[config.mk]
export PLATFORM = sky130hd
export DESIGN_NAME = phase_report_tx
export DESIGN_NICKNAME = d
export VERILOG_FILES = /design/src/rtl/phase_report_tx.sv
export SDC_FILE = /design/constraint.sdc
export NUM_CORES = 1
export LEC_CHECK = 0
export CORE_ASPECT_RATIO = 0.7
export CORE_UTILIZATION = 57
export CTS_CLUSTER_DIAMETER = 30
export DETAILED_ROUTE_END_ITERATION = 7
export DONT_BUFFER_PORTS = 1
export PLACE_DENSITY = 0.81
export SLEW_MARGIN = 20
export SYNTH_ARGS = -nofsm -noshare
export SYNTH_HDL_FRONTEND = slang
export SYNTH_SLANG_ARGS = --single-unit
[constraint.sdc]
create_clock -name CLK_SYS -period 1.8 [get_ports CLK_SYS]
set_input_delay 0.18 -clock CLK_SYS [delete_from_list [all_inputs] [get_ports CLK_SYS]]
set_output_delay 0.18 -clock CLK_SYS [all_outputs]
set_load 0.01 [all_outputs]
[src/rtl/phase_report_tx.sv]
// Frames each synchronized measurement-done event into a UART packet: HDR0 HDR1 [SEQ] W3 W2 W1 W0 CHK.
// Optional build macro PHASE_REPORT_SEQ_EN inserts a per-packet sequence byte after HDR1 (also folded into CHK).
module phase_report_tx #(
    parameter int          SYNC_STAGES = 2,
    parameter logic [7:0]  HDR0        = 8'hAA,
    parameter logic [7:0]  HDR1        = 8'h55,
    parameter int          BUSY_WAIT   = 16
) (
    input  logic        CLK_SYS,
    input  logic        CLK_RST,
    input  logic        send_bytes_start,
    input  logic [31:0] cnt_f,
    input  logic        Uart_TX_busy,
    output logic [7:0]  tx_data,
    output logic        tx_start,
    output logic        Bytes_busy,
    output logic [7:0]  drop_cnt
);

`ifdef PHASE_REPORT_SEQ_EN
    localparam int NBYTES = 8;
`else
    localparam int NBYTES = 7;
`endif
    localparam logic [2:0] LAST_IDX = 3'(NBYTES - 1);
    localparam int         WW       = $clog2(BUSY_WAIT + 1);

    typedef enum logic [2:0] {IDLE, LOAD, SEND, WAIT_HI, WAIT_LO, NEXT} state_t;

    state_t                 state_q, state_d;
    logic [SYNC_STAGES-1:0] sync_q, sync_d;
    logic                   sync_prev_q, sync_prev_d;
    logic [31:0]            pend_word_q, pend_word_d;
    logic                   pending_q, pending_d;
    logic [31:0]            word_q, word_d;
    logic [2:0]             idx_q, idx_d;
    logic [WW-1:0]          wait_q, wait_d;
    logic [7:0]             tx_data_q, tx_data_d;
    logic                   tx_start_q, tx_start_d;
    logic                   bytes_busy_q, bytes_busy_d;
    logic [7:0]             drop_q, drop_d;
`ifdef PHASE_REPORT_SEQ_EN
    logic [7:0]             seq_q, seq_d;
`endif

    logic                   trig;
    logic [7:0]             chk;
    logic [NBYTES*8-1:0]    pkt;
    logic [2:0]             sel;
    logic [7:0]             byte_sel;

    assign trig = sync_q[SYNC_STAGES-1] & ~sync_prev_q;

    // Packet is assembled first-byte-in-MSB so idx 0 selects the top byte.
    always_comb begin
        chk = word_q[31:24] ^ word_q[23:16] ^ word_q[15:8] ^ word_q[7:0];
`ifdef PHASE_REPORT_SEQ_EN
        chk = chk ^ seq_q;
        pkt = {HDR0, HDR1, seq_q, word_q, chk};
`else
        pkt = {HDR0, HDR1, word_q, chk};
`endif
        sel      = LAST_IDX - idx_q;
        byte_sel = pkt[{sel, 3'b000} +: 8];
    end

    always_comb begin
        state_d      = state_q;
        sync_d       = {sync_q[SYNC_STAGES-2:0], send_bytes_start};
        sync_prev_d  = sync_q[SYNC_STAGES-1];
        pend_word_d  = pend_word_q;
        pending_d    = pending_q;
        word_d       = word_q;
        idx_d        = idx_q;
        wait_d       = wait_q;
        tx_data_d    = tx_data_q;
        tx_start_d   = 1'b0;
        bytes_busy_d = bytes_busy_q;
        drop_d       = drop_q;
`ifdef PHASE_REPORT_SEQ_EN
        seq_d        = seq_q;
`endif

        // A trigger in LOAD replaces the word being consumed, so it is not a loss.
        if (trig) begin
            pend_word_d = cnt_f;
            pending_d   = 1'b1;
            if (pending_q && (state_q != LOAD) && (drop_q != 8'hFF)) begin
                drop_d = drop_q + 8'd1;
            end
        end

        case (state_q)
            IDLE: begin
                if (pending_q || trig) begin
                    state_d      = LOAD;
                    bytes_busy_d = 1'b1;
                end
            end
            LOAD: begin
                word_d = pend_word_q;
                if (!trig) begin
                    pending_d = 1'b0;
                end
                idx_d   = 3'd0;
                state_d = SEND;
            end
            SEND: begin
                if (!Uart_TX_busy) begin
                    tx_data_d  = byte_sel;
                    tx_start_d = 1'b1;
                    wait_d     = '0;
                    state_d    = WAIT_HI;
                end
            end
            WAIT_HI: begin
                // A transmitter that never raises busy is assumed to have taken the byte.
                if (Uart_TX_busy) begin
                    state_d = WAIT_LO;
                end else if (wait_q == WW'(BUSY_WAIT - 1)) begin
                    state_d = NEXT;
                end else begin
                    wait_d = wait_q + WW'(1);
                end
            end
            WAIT_LO: begin
                if (!Uart_TX_busy) begin
                    state_d = NEXT;
                end
            end
            NEXT: begin
                if (idx_q == LAST_IDX) begin
                    state_d      = IDLE;
                    bytes_busy_d = 1'b0;
`ifdef PHASE_REPORT_SEQ_EN
                    seq_d        = seq_q + 8'd1;
`endif
                end else begin
                    idx_d   = idx_q + 3'd1;
                    state_d = SEND;
                end
            end
            default: state_d = IDLE;
        endcase
    end

    always_ff @(posedge CLK_SYS or negedge CLK_RST) begin
        if (!CLK_RST) begin
            state_q      <= IDLE;
            sync_q       <= '0;
            sync_prev_q  <= 1'b0;
            pend_word_q  <= '0;
            pending_q    <= 1'b0;
            word_q       <= '0;
            idx_q        <= '0;
            wait_q       <= '0;
            tx_data_q    <= '0;
            tx_start_q   <= 1'b0;
            bytes_busy_q <= 1'b0;
            drop_q       <= '0;
`ifdef PHASE_REPORT_SEQ_EN
            seq_q        <= '0;
`endif
        end else begin
            state_q      <= state_d;
            sync_q       <= sync_d;
            sync_prev_q  <= sync_prev_d;
            pend_word_q  <= pend_word_d;
            pending_q    <= pending_d;
            word_q       <= word_d;
            idx_q        <= idx_d;
            wait_q       <= wait_d;
            tx_data_q    <= tx_data_d;
            tx_start_q   <= tx_start_d;
            bytes_busy_q <= bytes_busy_d;
            drop_q       <= drop_d;
`ifdef PHASE_REPORT_SEQ_EN
            seq_q        <= seq_d;
`endif
        end
    end

    assign tx_data    = tx_data_q;
    assign tx_start   = tx_start_q;
    assign Bytes_busy = bytes_busy_q;
    assign drop_cnt   = drop_q;

endmodule
Word-level counts from Yosys, hierarchy flattened:

Cells that the tools add are included.

* output and inout port bits: 18
* input port bits: 36
* register bits after elaboration: 97
* logic and storage cells: 74

* equal/unequal tests: 17
* shift operators: 1
* reduce and logical (&&, ||, !) cells: 13
* multiplexer cells: 21
* bitwise operators: 6
* add/sub/neg operators: 4

Operator list (number)
* $shiftx A56 B7 Y8: 1
* $xor A8 B8 Y8: 3
* $mux W3: 6
* $pmux W3 S6: 1
* $mux W5: 3
* $ne A2 B2 Y1 const B: 7
* $pmux W5 S2: 1
* $eq A3 B3 Y1 const B: 3
* $add A8 B1 Y8 const B: 1
* $ne A8 B8 Y1 const B: 1
* $reduce_and A4 Y1: 2
* $mux W1: 7
* $eq A3 B2 Y1 const B: 2
* $pmux W3 S2: 1
* $reduce_and A2 Y1: 3
* $reduce_bool A2 Y1: 3
* $add A5 B1 Y5 const B: 1
* $eq A5 B4 Y1 const B: 1
* $add A3 B1 Y3 const B: 1
* $eq A3 B1 Y1 const B: 1
* $logic_not A3 Y1: 1
* $ne A3 B1 Y1 const B: 1
* $ne A3 B3 Y1 const B: 1
* $reduce_and A3 Y1: 1
* other kinds (7): 9

Depth between registers and ports, before layout:

Gate-level depths: netlist of run 1.

* depth in word-level cells: 5
* depth in mapped cells: 9
* mapped depth without buffers: 7

Worst setup path after synthesis of run 1:

OpenSTA, ideal clock, no wires.

* kind: register to register
* from: register idx_q[0]
* to: register tx_data_q[5] (netlist: tx_data[5])
* arrival time: 1.774 ns
* clock period less this slack: 1.856 ns
* data required time: 1.718 ns
* cell stages (with the launch flop): 10
* library setup time: 0.082 ns
* buffers on the path: 3
* path slack: -0.056 ns
* path through: dfrtp_1 clkbuf_1 inv_1 ha_1 buf_4 buf_4 mux2i_1 a21oi_1 o221ai_1 a31oi_1

* cells in the longest elaborated chain, start to end: 2

RTL lines
* start: declaration: RTL line 36 `logic [2:0] idx_q, idx_d;`
* start signal: assignment: RTL line 171 `idx_q <= idx_d;`
* $sub A3 B3 Y3: RTL line 63 `sel = LAST_IDX - idx_q;`
* $shiftx A56 B7 Y8: RTL line 64 `byte_sel = pkt[{sel, 3'b000} +: 8];`
* end signal: assignment: RTL line 173 `tx_data_q <= tx_data_d;`
* end: declaration: RTL line 38 `logic [7:0] tx_data_q, tx_data_d;`

No other way between the ends.
A chain may end at the register's enable or synchronous reset.

Worst setup path after layout of run 1:

* from: register idx_q[1]
* to: register tx_data_q[5] (netlist: tx_data[5])

The elaborated chain is that of the path after synthesis.

==> flow_metrics.env, run 1 <==
export IMPL_regToRegSetupSlack_ns=-0.03
export IMPL_synth_top_cell_by_area="dfrtp_1"
export IMPL_finalCritPeriodShare=1.015
export IMPL_worst_slew_pin_slew_ns=0.3631
export IMPL_finalSetupViolCount=1
export IMPL_drt_iter0_drc=397
export IMPL_fin_crit_ns=1.827
export IMPL_ir_drop_mv=0.9430
export IMPL_clock_root_buffer="clkbuf_16"
export IMPL_dpl_instance_area_sq_um=4788
export IMPL_critPathKind="reg -> reg"
export IMPL_clockPowerShare=0.215
export IMPL_yosys_warnings=0
export IMPL_syn_area_per_cell_sq_um=10.18
export IMPL_drt_total_wl_microns=10870
export IMPL_die_w_microns=109.5
export IMPL_rows=27
export IMPL_start_util=0.5883
export IMPL_wire_per_inst_microns=17.88
export IMPL_p_sw_frac=0.3898
export IMPL_syn_to_final_growth_pct=20.65
export IMPL_remaining_drc_errors=0
export IMPL_coreArea_sq_um=7838
export IMPL_gp_congestion=0.8321
export IMPL_ios=54
export IMPL_fin_area_sq_um=5563
export IMPL_rsz0062_at_grt="true"
export IMPL_clk_insertion_delay_late_ns=0.35
export IMPL_hold_ws_ns=-0.4772
export IMPL_synth_cells=453
export IMPL_timing_rr_end="tx_data[5]"
export IMPL_cts_buffers=9
export IMPL_track_usage=0.2720
export IMPL_required_ns=2.00
export IMPL_critPathLaunchType="register"
export IMPL_synth_async_sr_flop_share=1.000
export IMPL_port_buffers=0
export IMPL_antenna_found_initial=0
export IMPL_r2r_start="idx_q[1]"
export IMPL_synth_cell_area_sq_um=4611
export IMPL_dr_total_vias=3737
export IMPL_worstPathArrival_ns=2.03
export IMPL_p_leak_nw=2.512
export IMPL_final_cells=608
export IMPL_fmax_ghz=0.5473
export IMPL_slew_headroom=0.7579
export IMPL_combPwrFrac=0.351
export IMPL_synth_top_flop_cell="dfrtp_1"
export IMPL_gr_total_overflow=0
export IMPL_finalWorstSetupSlack_ns=-0.02711
export IMPL_fp_dieH_microns=77.25
export IMPL_htree_levels=3
export IMPL_place_inst=553
export IMPL_synth_top_area_frac=0.5265
export IMPL_finalMaxSlewViolations=0
export IMPL_synth_area_leaders="dfrtp_1, nand2_1, mux2_2, mux2i_1, a21oi_1"
export IMPL_grt_pass1_wl_microns=17370
export IMPL_outcome="complete, but fails checks"
export IMPL_clk_pin_slew_worst_paths_ns=0.07
export IMPL_synth_cell_types=41
export IMPL_p_per_area_nw_per_um2=1592
export IMPL_clock_sinks=97
export IMPL_crit_fanout=5
export IMPL_final_nets=543
export IMPL_viasPerCell=6.146
export IMPL_insertedDiodeCount=0
export IMPL_p_total_mw=8.854
export IMPL_cts_hold_fix_buffers=33
export IMPL_p_seq_frac=0.433
export IMPL_dp_hpwl_microns=6735
export IMPL_syn_nets=494
export IMPL_synth_edf_count=0
export IMPL_worst_setup_path_end_kind="register"
export IMPL_dr_pass1_iters=5
export IMPL_hold_viol=97
export IMPL_drive_above_1_share=0.1953
export IMPL_cap_viol_max_count=0
export IMPL_fp_dieArea_sq_um=8458
export IMPL_p_switching_mw=3.452
export IMPL_ys_ff_latch=97
export IMPL_grt_pass1_vias=3659
export IMPL_power_internal_mw=5.402
export IMPL_final_util=0.7098
export IMPL_ff2ff_path_depth=7
export IMPL_skew_ns=0.008526
export IMPL_grt_max_degree=98
export IMPL_fillCellCount=516
export IMPL_hold_path_class="in -> async"
export IMPL_fin_setup_tns_ns=-0.02711
export IMPL_ant_nets=0
export IMPL_dp_worst_setup_slack_ns=-0.05904
export IMPL_clk_path_buf_depth=2
export IMPL_synth_seq_area_share=0.5265
export IMPL_tritoncts="built"
export IMPL_violations="hold timing, setup timing"
==> per-layer routing <==
metal	vias up	GRT usage	wire length [microns]
li1	1672	-	-
met1	1838	0.3767	4441
met2	190	0.4126	5209
met3	37	0.05952	911
met4	0	0.1187	308
met5	-	0	0
==> registers in the layout, summed over array words and instances, names as in the netlist, 2 cells and up <==
name,cells
idx_q,3
wait_q,5
word_q,32
drop_cnt,8
sync_q,2
pend_word_q,32
tx_data,8
state_q,3
==> synthesized netlist by cell type, types with 2 or more instances <==
| master | count |
|---|---|
| buf_2 | 9 |
| o221ai_1 | 7 |
| a22o_1 | 6 |
| nand4_1 | 2 |
| a31oi_1 | 11 |
| nor3_1 | 9 |
| nor2_1 | 29 |
| nor2_2 | 3 |
| and2_1 | 2 |
| nand4b_1 | 2 |
| nand3_2 | 2 |
| dfrtp_1 | 97 |
| mux2_4 | 2 |
| inv_1 | 6 |
| clkbuf_1 | 7 |
| nand3_1 | 6 |
| buf_4 | 4 |
| ha_1 | 5 |
| a21o_1 | 3 |
| a21oi_1 | 27 |
| nand2b_1 | 8 |
| xor2_1 | 2 |
| nand2_1 | 105 |
| o21ai_0 | 15 |
| nor2b_1 | 4 |
| mux2i_1 | 14 |
| mux2_2 | 34 |
| xnor2_1 | 10 |
| nand3b_1 | 8 |
| o211ai_1 | 2 |
| and3_1 | 2 |
==> layout make-up <==
type                       count  area, sq um  area share
tap                          101        126.4     0.02272
clock buffer                  10        229.0     0.04116
clock inverter                 6        67.56     0.01215
sequential                    97         2429      0.4366
timing repair buffer          58        529.3     0.09514
inverter                       6        22.52    0.004049
multi-input combinational    330         2160      0.3882
==> power groups by stage <==
stage | Combinational (mW) | Clock [mW] | Sequential [mW]
floorplan | 2.16 | 0 | 3.55
global placement | 2.57 | 0 | 3.72
detailed placement | 2.73 | 0 | 3.79
CTS | 2.85 | 1.91 | 3.77
global route | 3.43 | 2.01 | 3.91
finish | 3.11 | 1.91 | 3.83
==> what timing repair did <==
action / in CTS / in global routing
gates resized for setup: 5 / 16
setup buffers: 0 / 6
pin swaps: 3 / 10
hold endpoints to repair: 130 / 97
cloned: 0 / 0
endpoints found under the setup margin: 5 / 8
==> cell usage in the layout (no fill, tap or decap), drive strengths merged, types with 2 or more instances in the layout <==
cell / synthesis / final
a21o: 3 / 3
a21oi: 27 / 27
a22o: 6 / 6
a31oi: 11 / 11
and2: 2 / 2
and3: 2 / 2
buf: 13 / 25
clkbuf: 7 / 10
clkinv: 0 / 2
clkinvlp: 0 / 2
dfrtp: 97 / 97
dlygate4sd3: 0 / 33
ha: 5 / 5
inv: 6 / 7
mux2: 36 / 36
mux2i: 14 / 14
nand2: 105 / 105
nand2b: 8 / 8
nand3: 8 / 8
nand3b: 9 / 9
nand4: 2 / 2
nand4b: 2 / 2
nor2: 32 / 32
nor2b: 4 / 4
nor3: 9 / 9
o211ai: 2 / 2
o21ai: 15 / 15
o221ai: 7 / 7
xnor2: 11 / 11
xor2: 2 / 2
==> cells by family after synthesis <==
kind of cell	Yosys count	share of synthesized area
mux	50	0.1199
flops	97	0.5265
xor+xnor	13	0.02632
compound gates	77	0.1039
simple gates	185	0.1829
buf+inv	26	0.02687
fa+ha+maj	5	0.01357
==> worst max-delay path: stages, from the launching register on <==
cell and delay [ns]:
dfrtp_2 0.45, ha_4 0.28, buf_4 0.16, nand2b_4 0.14, mux2i_2 0.20, a21oi_2 0.09
o221ai_2 0.22, a31oi_1 0.15
==> worst max path at each step <==
stage	slack [ns]	depth (start not counted)	end	from
6_report	-0.03	7	tx_data[5]	idx_q[1]
3_3_place_gp	0.04	7	tx_data[7]	idx_q[0]
3_5_place_dp	-0.06	8	tx_data[2]	idx_q[0]
4_1_cts	0.01	8	tx_data[5]	idx_q[0]
5_1_grt	-0.07	7	tx_data[5]	idx_q[1]
2_1_floorplan	0.01	9	tx_data[5]	idx_q[0]
Note: power is estimated with default switching activity, not from simulation.
==> inputs of run 2 (changes only) <==
Settings changed: SLEW_MARGIN 20 to default.
==> results of run 2 <==
Final layout, timing and power as in run 1 (identical DEF).
